--- src/rtl/register_file_pkg.sv ---
// rtl/register_file_pkg.sv - shared operation codes and sizing helper for the register file
package register_file_pkg;

    typedef enum logic [1:0] {
        MODE_WRITE  = 2'b00,
        MODE_SHIFT  = 2'b01,
        MODE_ROTATE = 2'b10,
        MODE_CLEAR  = 2'b11
    } mode_e;

    // An address needs at least one bit, even for a single-entry file.
    function automatic int addr_width(input int depth);
        return (depth > 1) ? $clog2(depth) : 1;
    endfunction

endpackage

--- src/rtl/module_sync_edge.sv ---
// rtl/module_sync_edge.sv - two-flop synchroniser with rising-edge single-cycle pulse
//
// Ports:
//   clk_i   : system clock
//   arst_i  : asynchronous active-high reset
//   async_i : asynchronous level input (e.g. a button)
//   pulse_o : one-cycle pulse after each synchronised rising edge of async_i
module module_sync_edge (
    input  logic clk_i,
    input  logic arst_i,
    input  logic async_i,
    output logic pulse_o
);

    logic r_s1;
    logic r_s2;
    logic r_s3;

    // r_s1/r_s2 resolve metastability; r_s3 remembers the previous
    // synchronised level so a held input produces only one pulse.
    always_ff @(posedge clk_i or posedge arst_i) begin
        if (arst_i) begin
            r_s1 <= 1'b0;
            r_s2 <= 1'b0;
            r_s3 <= 1'b0;
        end else begin
            r_s1 <= async_i;
            r_s2 <= r_s1;
            r_s3 <= r_s2;
        end
    end

    assign pulse_o = r_s2 & ~r_s3;

endmodule

--- src/rtl/module_register_file.sv ---
// rtl/module_register_file.sv - button-driven register file with write/shift/rotate/clear and registered read port
//
// Ports:
//   clk_i      : system clock
//   arst_i     : asynchronous active-high reset
//   en_i       : asynchronous operation request; one operation per rising edge
//   mode_i     : operation select (write, shift, rotate, clear), sampled at commit
//   addr_i     : write address for the write operation
//   data_i     : write/shift data, sampled at commit
//   rd_addr_i  : read address
//   data_o     : registered read data
//   rd_valid_o : registered valid flag of the addressed entry
//   count_o    : number of valid entries
//   full_o     : all entries valid
module module_register_file
    import register_file_pkg::*;
#(
    parameter  int DATA_WIDTH = 10,
    parameter  int DEPTH      = 4,
    localparam int ADDR_WIDTH = addr_width(DEPTH),
    localparam int CNT_WIDTH  = $clog2(DEPTH + 1)
) (
    input  logic                  clk_i,
    input  logic                  arst_i,
    input  logic                  en_i,
    input  logic [1:0]            mode_i,
    input  logic [ADDR_WIDTH-1:0] addr_i,
    input  logic [DATA_WIDTH-1:0] data_i,
    input  logic [ADDR_WIDTH-1:0] rd_addr_i,
    output logic [DATA_WIDTH-1:0] data_o,
    output logic                  rd_valid_o,
    output logic [CNT_WIDTH-1:0]  count_o,
    output logic                  full_o
);

    // One extra bit so DEPTH itself is representable for range checks.
    localparam logic [ADDR_WIDTH:0] DEPTH_EXT = (ADDR_WIDTH + 1)'(DEPTH);
    localparam logic [CNT_WIDTH-1:0] DEPTH_CNT = CNT_WIDTH'(DEPTH);

    logic [DATA_WIDTH-1:0] r_entry [DEPTH];
    logic [DEPTH-1:0]      r_valid;
    logic [DATA_WIDTH-1:0] r_data;
    logic                  r_rd_valid;

    logic                  w_pulse;
    mode_e                 w_mode;
    logic                  w_wr_in_range;
    logic                  w_rd_in_range;
    logic [CNT_WIDTH-1:0]  w_count;

    module_sync_edge u_sync_edge (
        .clk_i   (clk_i),
        .arst_i  (arst_i),
        .async_i (en_i),
        .pulse_o (w_pulse)
    );

    assign w_mode        = mode_e'(mode_i);
    // DEPTH need not be a power of two, so addresses can name missing entries.
    assign w_wr_in_range = ({1'b0, addr_i} < DEPTH_EXT);
    assign w_rd_in_range = ({1'b0, rd_addr_i} < DEPTH_EXT);

    always_ff @(posedge clk_i or posedge arst_i) begin
        if (arst_i) begin
            for (int i = 0; i < DEPTH; i++) begin
                r_entry[i] <= '0;
            end
            r_valid <= '0;
        end else if (w_pulse) begin
            case (w_mode)
                MODE_WRITE: begin
                    if (w_wr_in_range) begin
                        r_entry[addr_i] <= data_i;
                        r_valid[addr_i] <= 1'b1;
                    end
                end
                MODE_SHIFT: begin
                    // The last entry falls off the end.
                    r_entry[0] <= data_i;
                    r_valid[0] <= 1'b1;
                    for (int i = 1; i < DEPTH; i++) begin
                        r_entry[i] <= r_entry[i-1];
                        r_valid[i] <= r_valid[i-1];
                    end
                end
                MODE_ROTATE: begin
                    // With DEPTH = 1 this reassigns entry 0 to itself.
                    r_entry[0] <= r_entry[DEPTH-1];
                    r_valid[0] <= r_valid[DEPTH-1];
                    for (int i = 1; i < DEPTH; i++) begin
                        r_entry[i] <= r_entry[i-1];
                        r_valid[i] <= r_valid[i-1];
                    end
                end
                MODE_CLEAR: begin
                    for (int i = 0; i < DEPTH; i++) begin
                        r_entry[i] <= '0;
                    end
                    r_valid <= '0;
                end
                default: begin
                end
            endcase
        end
    end

    // Read port samples storage before any same-edge commit lands.
    always_ff @(posedge clk_i or posedge arst_i) begin
        if (arst_i) begin
            r_data     <= '0;
            r_rd_valid <= 1'b0;
        end else if (w_rd_in_range) begin
            r_data     <= r_entry[rd_addr_i];
            r_rd_valid <= r_valid[rd_addr_i];
        end else begin
            r_data     <= '0;
            r_rd_valid <= 1'b0;
        end
    end

    always_comb begin
        w_count = '0;
        for (int i = 0; i < DEPTH; i++) begin
            w_count = w_count + CNT_WIDTH'(r_valid[i]);
        end
    end

    assign data_o     = r_data;
    assign rd_valid_o = r_rd_valid;
    assign count_o    = w_count;
    assign full_o     = (w_count == DEPTH_CNT);

endmodule

--- config.mk ---
export PLATFORM = sky130hd
export DESIGN_NAME = module_register_file
export DESIGN_NICKNAME = d
export VERILOG_FILES = /design/src/rtl/register_file_pkg.sv /design/src/rtl/module_sync_edge.sv /design/src/rtl/module_register_file.sv
export SDC_FILE = /design/constraint.sdc
export NUM_CORES = 1
export LEC_CHECK = 0
export CAP_MARGIN = 0
export CELL_PAD_IN_SITES_DETAIL_PLACEMENT = 1
export CELL_PAD_IN_SITES_GLOBAL_PLACEMENT = 1
export CORE_ASPECT_RATIO = 1.4
export CORE_MARGIN = 2
export CORE_UTILIZATION = 46
export CTS_CLUSTER_SIZE = 10
export DETAILED_ROUTE_END_ITERATION = 10
export PLACE_DENSITY_LB_ADDON = 0.12
export REMOVE_ABC_BUFFERS = 1
export SLEW_MARGIN = 10
export SYNTH_ARGS = -nofsm -noshare
export SYNTH_HDL_FRONTEND = slang
export SYNTH_SLANG_ARGS = --single-unit
--- constraint.sdc ---
create_clock -name clk_i -period 2.5 [get_ports clk_i]
set_clock_uncertainty 0.1 [all_clocks]
set_input_delay 0.5 -clock clk_i [delete_from_list [all_inputs] [get_ports clk_i]]
set_output_delay 0.5 -clock clk_i [all_outputs]
set_load 0.01 [all_outputs]
Word level (Yosys, flattened, before mapping)
Cells that the tools add are included.
{ "classes": {"addsub": 3, "n_mul": 0, "div": 0, "n_lt_le_gt_ge": 6, "eq_ne": 4, "shift": 0, "mux": 12, "bitwise": 5, "reduce_logical": 3} }
{ "op_table": {"columns": ["cell", "n"], "rows": [
  ["$pmux 40 s4", 1],
  ["$bwmux 40", 1],
  ["$mux 10", 3],
  ["$bmux 10 s2", 1],
  ["$demux 10 s2", 1],
  ["$pmux 4 s4", 1],
  ["$ge 3x3->1 const B", 2],
  ["$lt 2x3->1 const B", 2],
  ["$not 2->3", 2],
  ["$eq 2x2->1 const B", 2],
  ["$or 4x4->4", 1],
  ["$add 2x1->3", 1],
  ["$add 3x1->3", 1],
  ["$eq 3x3->1 const B", 1],
  ["$lt 3x1->1 const B", 1],
  ["$add 1x1->2", 1],
  ["$bmux 1 s2", 1],
  ["$demux 1 s2", 1],
  ["$eq 2x1->1 const B", 1],
  ["$ge 2x1->1 const B", 1],
  ["$logic_and 1x1->1", 2],
  ["$logic_not 2->1", 1],
  ["$mux 1", 2],
  ["$and 1x1->1", 1],
  ["$not 1->1", 1]
]} }
{ "totals": {"register_bits": 58, "latchBits": 0, "ramBits": 0, "mem_bits_ro": 0, "in_bits": 19, "output_inout_bits": 15, "memories": 0} }

Depth between registers and ports, before layout
{ "depth": {"word_depth": 7, "depth_mapped": 6, "ltp_nobuf": 6} }

Hierarchy
From an unflattened synthesis, not the netlist that was laid out.
{ "unflattened": {"cells_unflattened": 202, "area_unflattened_um2": 3017.9} }
{ "modules_own_cells": {"columns": ["mod", "instances", "cells_each", "area_per_inst_um2", "seq_area_each_um2"], "rows": [
  ["module_register_file", 1, 197, 2925.3, 1376.3],
  ["module_sync_edge", 1, 5, 92.6, 75.1]
]} }

Worst setup path before layout
Ideal clock, no wire load.
{ "synth_timing": {"path_kind": "reg2out", "startpoint": "register r_valid[0]", "endpoint": "output port full_o", "t_arrival_ns": 1.787, "path_slack_ns": 0.113, "path_stages_with_launch": 7, "path_cell_list": "dfrtp_1 inv_1 fa_1 inv_1 ha_1 ha_1 nor3b_1"} }
{ "synth_between": {"elab_chain_len": 4} }
{ "synth_rtl": {"columns": ["item", "line", "rtl"], "rows": [
  ["start, declared", "module_register_file.sv:41", "logic [DEPTH-1:0] r_valid;"],
  ["start signal, assigned by index", "module_register_file.sv:83", "r_valid[i] <= r_valid[i-1];"],
  ["start signal, assigned", "module_register_file.sv:89", "r_valid[0] <= r_valid[DEPTH-1];"],
  ["start signal, assigned by index", "module_register_file.sv:92", "r_valid[i] <= r_valid[i-1];"],
  ["$add 1x1->2", "module_register_file.sv:124", "w_count = w_count + CNT_WIDTH'(r_valid[i]);"],
  ["$add 2x1->3", "module_register_file.sv:124", null],
  ["$add 3x1->3", "module_register_file.sv:124", null],
  ["named net count_o[1]", "module_register_file.sv:32", "output logic [CNT_WIDTH-1:0] count_o,"],
  ["$eq 3x3->1", "module_register_file.sv:131", "assign full_o = (w_count == DEPTH_CNT);"],
  ["end, declared", "module_register_file.sv:33", "output logic full_o"]
]} }
The timed path passes the listed nets, and every way through them passes these cells.

Final worst setup path
{ "layout_timing": {"startpoint": "register r_valid[3]", "endpoint": "output port full_o"} }
{ "layout_between": {"elab_chain_len": 2} }
{ "layout_rtl": {"columns": ["item", "line"], "rows": [
  ["$add 3x1->3", "module_register_file.sv:124"],
  ["$eq 3x3->1", "module_register_file.sv:131"]
]} }
Every way passes these cells.

==> qor.csv <==
stage,metric,value,unit
clock_tree,CTS Buffer Depth,2,
placement,Placer Congestion,0.788,
finish,Final #Nets,271,
logic_synthesis,Async SR Flop Fraction,100,%
timing,RSZ-0062 raised after global routing,yes,
status,failing checks,setup timing,
placement,Post-DP HPWL,5000,microns
power_and_ir_drop,Peak supply drop,0.322,mV
clock_tree,total CTS buffers,9,
power_and_ir_drop,NetSw,0.739,mW
placement,DP Area,0.00344,sq mm
hold_path,hold path depth,0,
detailed_routing,drt first-iter violations,161,
logic_synthesis,Cells after Synth,203,
logic_synthesis,"area leader, netlist",dfrtp_1,
hold_path,Hold Crit Class,reg -> reg,
logic_synthesis,Synth warnings,0,
logic_synthesis,"Seq/Total Area, Yosys",48.8,%
timing,fin crit period,2610,ps
placement,Placed Cells,307,
logic_synthesis,most frequent cells after synthesis,"dfrtp_1 (58), a32o_1 (40), mux2_2 (30), mux4_2 (11), mux2_4 (10)",
power_and_ir_drop,Comb power frac,25.3,%
floorplanning,core area,0.00625,sq mm
detailed_routing,final wirelength,7880,microns
clock_tree,H-Tree Depth,3,
logic_synthesis,top-count cell post-synth,dfrtp_1,
timing,Final Hold Fails,0,
floorplanning,Die H,99.2,microns
power_and_ir_drop,Internal Power,2.00,mW
setup_path,Worst Path Max Fanout,2,
clock_tree,TritonCTS Sinks,58,
power_and_ir_drop,P_leak,1.61,nW
logic_synthesis,"Avg Cell Area, Syn",14.7,sq um
logic_synthesis,Synth area leaders,"dfrtp_1 (49%), a32o_1 (13%), mux2_2 (11%)",
detailed_routing,wire per inst,24.2,microns
setup_path,Setup CP Type,reg -> out,
detailed_routing,Initial DRT Pass Iterations,4,
floorplanning,die area,0.00714,sq mm
finish,fraction of layout cells with a size suffix above 1,39.9,%
timing,worst-margin pin slew,1070,ps
logic_synthesis,top-area cell type share of the netlist area,48.8,%
clock_tree,"Reg clk slew, reported paths",60,ps
logic_synthesis,Synth Cell Area,0.00298,sq mm
finish,design area,0.00367,sq mm
logic_synthesis,ys flop type,dfrtp_1,
global_routing,global-route wire length before repair,12800,microns
global_routing,pin count of the biggest net entering global routing,38,
power_and_ir_drop,PwrDens,747,mW/mm^2
status,status,"complete, but fails checks",
setup_path,required time of the critical path,1900,ps
setup_path,type of origin of the critical path,flop,
detailed_routing,Vias,2111,
detailed_routing,Routed Antenna Nets,0,
logic_synthesis,#FFs+latches synth,58,
power_and_ir_drop,Clock Power Share,32.5,%
global_routing,vias in the first global route,2339,
placement,Port Buf Inserts,33,
clock_tree,TritonCTS clock tree,done,
clock_tree,hold_buf cts,0,
global_routing,grt total ovfl,0,
setup_path,CP endpoint kind,primary output,
setup_path,Worst R2R Path Depth,4,
global_routing,initial antenna violation count,0,
clock_tree,worst skew pair latency,340,ps
detailed_routing,Via density,6.50,
logic_synthesis,Yosys cell types,27,
power_and_ir_drop,Sw Ratio,27.0,%
detailed_routing,drc violations,0,
logic_synthesis,Post-synth EDFFs,0,
finish,Post-Layout Cell Count,325,
timing,Final Worst Setup Slack,-108,ps
global_routing,all-layer global routing usage,24.4,%
timing,hold_ws,261,ps
job,max cap viols,0,
clock_tree,Root Buffer,clkbuf_8,
timing,setup TNS,-172,ps
finish,ant diodes,0,
timing,FMAX,384,MHz
floorplanning,num ports,34,
timing,Slew headroom,28.4,%
floorplanning,# rows,34,
finish,P&R area growth vs syn,23.3,%
setup_path,Arrival @ worst endpoint,2010,ps
power_and_ir_drop,part of the power in registers,42.2,%
floorplanning,starting density of the core,47.6,%
timing,"Slew Viols, Final",0,
timing,final setup fails,2,
floorplanning,Die X,72.0,microns
timing,crit share post-route,104,%
==> cell families (layout without fill, tap and decap cells) <==
logic type / Yosys count / in the layout / synth area share (%)
flip-flops: 58 / 58 / 48.8
AO/OA/AOI/OAI: 53 / 53 / 16.7
multiplexers: 51 / 51 / 24.7
buffers and inverters: 26 / 76 / 5.34
AND/OR/NAND/NOR: 11 / 11 / 2.36
adder cells (fa/ha/maj): 3 / 3 / 1.51
XOR/XNOR: 1 / 1 / 0.547
==> metal layers <==
| layer | routed length (microns) | track usage [%] |
|---|---|---|
| met1 | 3180 | 30.3 |
| met2 | 4140 | 41.7 |
| met3 | 434 | 5.78 |
| met4 | 131 | 7.69 |
| met5 | 0 | 0 |
==> power groups by stage <==
| stage | clock network, mW | logic [mW] | registers (mW) |
|---|---|---|---|
| floorplan | 0 | 0.347 | 1.16 |
| global placement | 0 | 0.627 | 1.16 |
| detailed placement | 0 | 0.663 | 1.17 |
| CTS | 0.913 | 0.699 | 1.16 |
| global route | 0.961 | 0.753 | 1.17 |
| finish | 0.890 | 0.694 | 1.16 |
==> per-stage QoR <==
| stage | util, % | setup WS, ps | power [mW] |
|---|---|---|---|
| final | 58.7 | -108 | 2.74 |
| after detailed placement | 54.9 | -328 | 1.83 |
| after global placement | 54.9 | -216 | 1.78 |
| after CTS | 58.6 | -129 | 2.77 |
| after global routing | 58.7 | -183 | 2.89 |
| after floorplan | - | 113 | 1.50 |
==> cells in the final DEF, fill, tap and decap left out, types with 2 or more instances in the layout <==
| cell type | n |
|---|---|
| dfrtp_1 | 58 |
| a32o_1 | 40 |
| mux2_2 | 30 |
| clkdlybuf4s50_1 | 29 |
| buf_4 | 18 |
| clkbuf_8 | 12 |
| mux4_2 | 11 |
| mux2_4 | 10 |
| nor2b_1 | 4 |
| o21ai_0 | 4 |
| inv_1 | 4 |
| inv_2 | 3 |
| a2bb2oi_1 | 3 |
| buf_2 | 3 |
| buf_12 | 3 |
| o31a_1 | 2 |
| nand2_1 | 2 |
==> area by class of cell <==
type                    count  area (sq um)
fillers                   619          2580
repair buffers             54           512
clock inverters             2          35.0
flip-flops and latches     58          1450
multi-input cells         119          1390
clock buffers              13           169
well taps                  72          90.1
inverters                   7          26.3
==> critical path, stage by stage, from the launching register on <==
cell	delay, ps
dfrtp_1	360
inv_2	50
fa_1	530
inv_1	50
ha_2	180
ha_4	220
nor3b_2	140
buf_2	140
==> timing repair <==
action	CTS	global route
setup endpoints to repair	4	4
buffers inserted	2	1
resized for setup	21	1
pin swaps	1	0
==> worst paths after layout <==
path                                             from                         end  slack [ps]
max                            r_valid[3]$_DFFE_PP0P_                      full_o        -110
min                        u_sync_edge.r_s1$_DFF_PP0_  u_sync_edge.r_s2$_DFF_PP0_         260
max reg2reg                u_sync_edge.r_s2$_DFF_PP0_                        flop         670
min reg2reg                u_sync_edge.r_s1$_DFF_PP0_  u_sync_edge.r_s2$_DFF_PP0_         260
max in group asynchronous                      arst_i                   async pin        1300
min in group asynchronous                      arst_i        rd_valid_o$_DFF_PP0_         410
No activity file was read; power rests on OpenSTA's default activity.
